==> config.mk <==
export PLATFORM = sky130hd
export DESIGN_NAME = r4_lmc_core_flat
export DESIGN_NICKNAME = d
export VERILOG_FILES = /design/src/rtl/r4_lmc_core_if.sv /design/src/rtl/r4_lmc_core.sv /design/src/flat_wrapper.sv
export SDC_FILE = /design/constraint.sdc
export NUM_CORES = 1
export LEC_CHECK = 0
export CAP_MARGIN = 15
export CORE_MARGIN = 2
export CORE_UTILIZATION = 65
export DETAILED_ROUTE_END_ITERATION = 12
export DONT_BUFFER_PORTS = 1
export MAX_ROUTING_LAYER = met4
export PLACE_DENSITY = 0.81
export SYNTH_ARGS = -nofsm -noshare
export SYNTH_HDL_FRONTEND = slang
export SYNTH_SLANG_ARGS = --single-unit
==> constraint.sdc <==
create_clock -name timer555 -period 5.1 [get_ports timer555]
set_clock_uncertainty 0.1 [all_clocks]
set_input_delay 1.02 -clock timer555 [delete_from_list [all_inputs] [get_ports timer555]]
set_output_delay 1.02 -clock timer555 [all_outputs]
set_load 0.1 [all_outputs]
==> src/rtl/r4_lmc_core_if.sv <==
// rtl/r4_lmc_core_if.sv - front-panel bus between the panel controls and r4_lmc_core
// The panel drives buttons, switches and data_in; the core returns its state and flags.
interface r4_lmc_core_if #(
  parameter int ADDR_WIDTH = 2,
  parameter int DATA_WIDTH = 4
);
  logic                  JMP;
  logic                  Z_JMP;
  logic                  PZ_JMP;
  logic                  Output_button;
  logic                  Acc_button;
  logic                  RAM_button;
  logic [1:0]            MUX_switch;
  logic [DATA_WIDTH-1:0] data_in;
  logic                  Z_flag;
  logic                  PZ_flag;
  logic [DATA_WIDTH-1:0] data_out;
  logic [DATA_WIDTH-1:0] Acc;
  logic [ADDR_WIDTH-1:0] counter;
  logic [DATA_WIDTH-1:0] RAM_out;

  modport master (
    output JMP, Z_JMP, PZ_JMP, Output_button, Acc_button, RAM_button,
    output MUX_switch, data_in,
    input  Z_flag, PZ_flag, data_out, Acc, counter, RAM_out
  );

  modport slave (
    input  JMP, Z_JMP, PZ_JMP, Output_button, Acc_button, RAM_button,
    input  MUX_switch, data_in,
    output Z_flag, PZ_flag, data_out, Acc, counter, RAM_out
  );
endinterface

==> src/rtl/r4_lmc_core.sv <==
// rtl/r4_lmc_core.sv - 4-bit Little-Man-style accumulator machine with 2-bit PC and 4-word RAM
// Define R4_SUB_EN to build the Acc - RAM_out path on MUX_switch=11; otherwise 11 aliases the adder.
module r4_lmc_core #(
  parameter int ADDR_WIDTH = 2,
  parameter int DATA_WIDTH = 4
) (
  input  logic         timer555,
  input  logic         reset,
  r4_lmc_core_if.slave bus
);
  localparam int DEPTH = 1 << ADDR_WIDTH;

  logic [ADDR_WIDTH-1:0] counter_q, counter_d;
  logic [DATA_WIDTH-1:0] acc_q, acc_d;
  logic [DATA_WIDTH-1:0] out_q, out_d;
  logic [DATA_WIDTH-1:0] mem_q [DEPTH];

  logic [DATA_WIDTH-1:0] ram_rd;
  logic [DATA_WIDTH-1:0] sum;
  logic                  z_flag;
  logic                  pz_flag;
  logic                  jump_taken;

  assign ram_rd     = mem_q[counter_q];
  assign z_flag     = (acc_q == '0);
  assign pz_flag    = ~acc_q[DATA_WIDTH-1];
  assign sum        = acc_q + ram_rd;
  // Flags are taken from the pre-edge accumulator, so a conditional jump never sees its own load.
  assign jump_taken = bus.JMP | (bus.Z_JMP & z_flag) | (bus.PZ_JMP & pz_flag);

`ifdef R4_SUB_EN
  logic [DATA_WIDTH-1:0] diff;
  assign diff = acc_q - ram_rd;
`endif

  always_comb begin
    counter_d = counter_q + ADDR_WIDTH'(1);
    if (jump_taken) begin
      counter_d = bus.data_in[ADDR_WIDTH-1:0];
    end
  end

  always_comb begin
    acc_d = acc_q;
    if (bus.Acc_button) begin
      case (bus.MUX_switch)
        2'b00:   acc_d = bus.data_in;
        2'b01:   acc_d = ram_rd;
        2'b10:   acc_d = sum;
`ifdef R4_SUB_EN
        default: acc_d = diff;
`else
        default: acc_d = sum;
`endif
      endcase
    end
  end

  always_comb begin
    out_d = out_q;
    if (bus.Output_button) begin
      out_d = acc_q;
    end
  end

  always_ff @(posedge timer555 or posedge reset) begin
    if (reset) begin
      counter_q <= '0;
      acc_q     <= '0;
      out_q     <= '0;
    end else begin
      counter_q <= counter_d;
      acc_q     <= acc_d;
      out_q     <= out_d;
    end
  end

  // Write address and data are the pre-edge counter and accumulator, even when both change this edge.
  always_ff @(posedge timer555 or posedge reset) begin
    if (reset) begin
      for (int i = 0; i < DEPTH; i++) begin
        mem_q[i] <= '0;
      end
    end else if (bus.RAM_button) begin
      mem_q[counter_q] <= acc_q;
    end
  end

  assign bus.counter  = counter_q;
  assign bus.Acc      = acc_q;
  assign bus.data_out = out_q;
  assign bus.RAM_out  = ram_rd;
  assign bus.Z_flag   = z_flag;
  assign bus.PZ_flag  = pz_flag;
endmodule

==> src/flat_wrapper.sv <==
// flat-port wrapper written by rule: the top's interface ports become plain ports
module r4_lmc_core_flat 
#(
  parameter int ADDR_WIDTH = 2,
  parameter int DATA_WIDTH = 4
)
  (timer555, reset, bus_JMP, bus_Z_JMP, bus_PZ_JMP, bus_Output_button, bus_Acc_button, bus_RAM_button, bus_MUX_switch, bus_data_in, bus_Z_flag, bus_PZ_flag, bus_data_out, bus_Acc, bus_counter, bus_RAM_out);
  r4_lmc_core_if #(.ADDR_WIDTH(ADDR_WIDTH), .DATA_WIDTH(DATA_WIDTH)) bus_i ();
  input  logic timer555;
  input  logic reset;
  input wire logic [$bits(bus_i.JMP)-1:0] bus_JMP;
  input wire logic [$bits(bus_i.Z_JMP)-1:0] bus_Z_JMP;
  input wire logic [$bits(bus_i.PZ_JMP)-1:0] bus_PZ_JMP;
  input wire logic [$bits(bus_i.Output_button)-1:0] bus_Output_button;
  input wire logic [$bits(bus_i.Acc_button)-1:0] bus_Acc_button;
  input wire logic [$bits(bus_i.RAM_button)-1:0] bus_RAM_button;
  input wire logic [$bits(bus_i.MUX_switch)-1:0] bus_MUX_switch;
  input wire logic [$bits(bus_i.data_in)-1:0] bus_data_in;
  output wire logic [$bits(bus_i.Z_flag)-1:0] bus_Z_flag;
  output wire logic [$bits(bus_i.PZ_flag)-1:0] bus_PZ_flag;
  output wire logic [$bits(bus_i.data_out)-1:0] bus_data_out;
  output wire logic [$bits(bus_i.Acc)-1:0] bus_Acc;
  output wire logic [$bits(bus_i.counter)-1:0] bus_counter;
  output wire logic [$bits(bus_i.RAM_out)-1:0] bus_RAM_out;
  assign bus_i.JMP = bus_JMP;
  assign bus_i.Z_JMP = bus_Z_JMP;
  assign bus_i.PZ_JMP = bus_PZ_JMP;
  assign bus_i.Output_button = bus_Output_button;
  assign bus_i.Acc_button = bus_Acc_button;
  assign bus_i.RAM_button = bus_RAM_button;
  assign bus_i.MUX_switch = bus_MUX_switch;
  assign bus_i.data_in = bus_data_in;
  assign bus_Z_flag = bus_i.Z_flag;
  assign bus_PZ_flag = bus_i.PZ_flag;
  assign bus_data_out = bus_i.data_out;
  assign bus_Acc = bus_i.Acc;
  assign bus_counter = bus_i.counter;
  assign bus_RAM_out = bus_i.RAM_out;
  r4_lmc_core #(.ADDR_WIDTH(ADDR_WIDTH), .DATA_WIDTH(DATA_WIDTH)) u_core (.timer555(timer555), .reset(reset), .bus(bus_i));
endmodule
==> results by group <==
Outcome
  – Status: finished clean

Worst setup path
  – Top cell family by delay on the critical path: flip-flops
  – CP max stage delay: 1050 ps
  – Worst R2R Start: u_core.bus.counter[1]
  – Buffers & Inverters on Critical Path: 1
  – Crit Path Class: reg2out
  – R2R cell count: 7
  – Crit path capture type: primary output
  – Flop2flop setup slack: around 1800 ps
  – Crit path cell chain: inv_1
  – Worst Setup Start Kind: flip-flop
  – Arr. time, crit path: roughly 2200 ps
  – Worst path slowest cell: dfrtp_1
  – FF-to-FF End: u_core.bus.Acc[3]
  – CP Max Fanout: 7
  – Crit path required time: 3980 ps

Final layout
  – Multi-input logic area: 659 um2
  – Layout cells sized above 1: a little under a quarter
  – Area growth from synthesis to layout: 7.05%
  – # diodes: 0
  – Seq. cell area: 651 um2
  – Nets: around 140
  – # fillers: 147

Drt
  – DR pass1 iterations: 4
  – Vias/cell: 6.37
  – Routed WL per cell: 19.5 um
  – Drc violations: 0
  – 1st-iter DRT viols: 17
  – Final WL: around 2800 um
  – DR vias: 905
  – Antenna-violating nets left: 0

Logic synthesis
  – Multiplexer share of the synthesized area: 21.4%
  – Post-synthesis adder-cell area fraction: 7.98%
  – Top cell type's share of synthesized area: roughly half
  – Commonest register cell after synthesis: dfrtp_1
  – Mapped Area: 1350 um2
  – Count of state elements after synthesis: 26
  – Post-synth EDFFs: 0
  – Register area share after synthesis: 48.2%
  – Gate Count Post-Synth: 110
  – Synth area leaders: dfrtp_1, mux2_2, ha_1
  – Simple-gate share of the synthesized area: 8.53%
  – Synth area leader: dfrtp_1
  – Most instantiated library cell after synthesis: dfrtp_1
  – Compound-Gate Fraction of Synth Area: around 9.8%
  – List of most frequent post-synthesis cells: dfrtp_1, nand2_1, mux2_2
  – Synthesized area per cell: 12.3 um2
  – Unique masters post-synth: 28
  – Post-Synth XOR/XNOR Area: 0.649%
  – Synth warnings: 0
  – Largest family of logic cells by synthesized area: multiplexers
  – Syn_nets: 132
  – Ys async rst share: 100%

Place
  – DPL Wire Length: 2090 um
  – RePlAce Congestion: 0.841
  – IO Port Bufs: 0

Worst hold path
  – Worst Hold End: u_core.mem_q[15]
  – WHS Path Cells: 2
  – Hold Crit Class: reg2reg
  – Hold Startpoint: u_core.mem_q[15]

GRT
  – Pin count of the biggest net entering global routing: 27
  – Number of global-route vias before repair: between 900 and 1000
  – First-pass GRT wire length: 4660 um
  – Initial antenna violation count: 0
  – Global-route usage over all layers: 26.2%
  – Grt ovf: 0

Floorplanning
  – Core area: 1960 um2
  – Die Wd: 49.6 um
  – DIE HEIGHT: 49.6 um
  – Initial Util: 68.8%
  – I/O pin count: 30
  – Cell Rows: 16
  – Die area: 2460 um2

Timing
  – Worst Tran Pin Value: 1110 ps
  – Max-slew violations: 0
  – Period utilisation layout: 64.4%
  – Final Hold Vio Count: 0
  – Max Freq: 0.304 GHz
  – Relative slew slack: 26.2%
  – Period minus WS final: approximately 3300 ps
  – RSZ-0062 raised after global routing: false
  – Setup TNS: 0 ps
  – Finish-stage setup viols: 0

Clocking
  – Clock root cell: clkbuf_4
  – Post-CTS Setup Bufs: 0
  – Clock Sinks: 26
  – Hold buffer count at CTS: 0
  – Clk buf depth: 2
  – Post_cts resized: 0
  – Worst-Skew Late Latency: roughly 320 ps
  – CTS Buf Count: 3
  – H-tree depth: 1
  – CTS clk-pin slew, worst paths: 130 ps
  – CTS tree: built

Job
  – Max-cap violations: 0
## per-layer routing
metal / vias up / track usage [%] / wire length, um
li1: 411 / - / -
met1: 456 / 32.0 / 1120
met2: 33 / 43.3 / 1410
met3: 5 / 6.36 / 192
met4: 0 / 7.41 / 36
met5: - / - / 0
## final cells by class
type | instances | share of cell area, %
timing repair buffer | 4 | 3.29
inverter | 8 | 2.08
tap | 27 | 2.34
multi-input combinational | 74 | 45.7
sequential | 26 | 45.1
clock buffer | 3 | 1.56
## flip-flops by register name (all words and copies together), names as in the netlist
signal,count
u_core.bus.Acc,4
u_core.bus.counter,2
u_core.bus.data_out,4
u_core.mem_q,16
## cell families (layout without fill, tap and decap cells)
family          after synthesis  in the layout
compound gates               21             21
xor+xnor                      1              1
fa+ha+maj                     8              8
buf+inv                      10             15
flops                        26             26
mux                          21             21
simple gates                 23             23
## worst max-delay path by stage
stage,startpoint,to,slack [ps],cells past startpoint
2_1_floorplan,u_core.bus.Acc[2],u_core.bus.counter[1],70,3
3_3_place_gp,u_core.bus.counter[1],u_core.bus.Acc[3],1960,7
3_5_place_dp,u_core.bus.counter[1],u_core.bus.Acc[3],1870,7
4_1_cts,u_core.bus.Acc[3],bus_PZ_flag,1810,1
5_1_grt,u_core.bus.counter[1],u_core.bus.Acc[3],1740,7
6_report,u_core.bus.Acc[3],bus_PZ_flag,1810,1
## metrics by stage
stage	setup WS, ps	instance area [um2]	hold WS (ps)	cells	util [%]
after floorplan	66.6	1350	342	110	-
after global placement	1960	1420	354	139	72.4
after detailed placement	1870	1420	366	139	72.4
after CTS	1810	1440	396	142	73.6
after global routing	1740	1440	420	142	73.6
final	1810	1440	394	142	73.6
## worst register-to-register path, stage by stage, from the launching register on
cell and delay (ps):
dfrtp_1 350, buf_4 340, mux4_1 830, ha_1 540
a21oi_1 300, a21oi_1 140, a2111oi_2 370, o221ai_1 160
## cell usage in the layout (no fill, tap or decap), types with 2 or more instances in the layout
cell type and count:
a21oi_1 3, buf_4 3, clkbuf_4 3, dfrtp_1 26, ha_1 7, inv_1 8
mux2_2 14, mux2i_1 3, mux4_1 3, nand2_1 15, nor2_1 2, o21ai_0 11
Power is left out: the tool's default activity adds up to more than one toggle a clock period on the data nets, which glitch-free logic cannot reach.
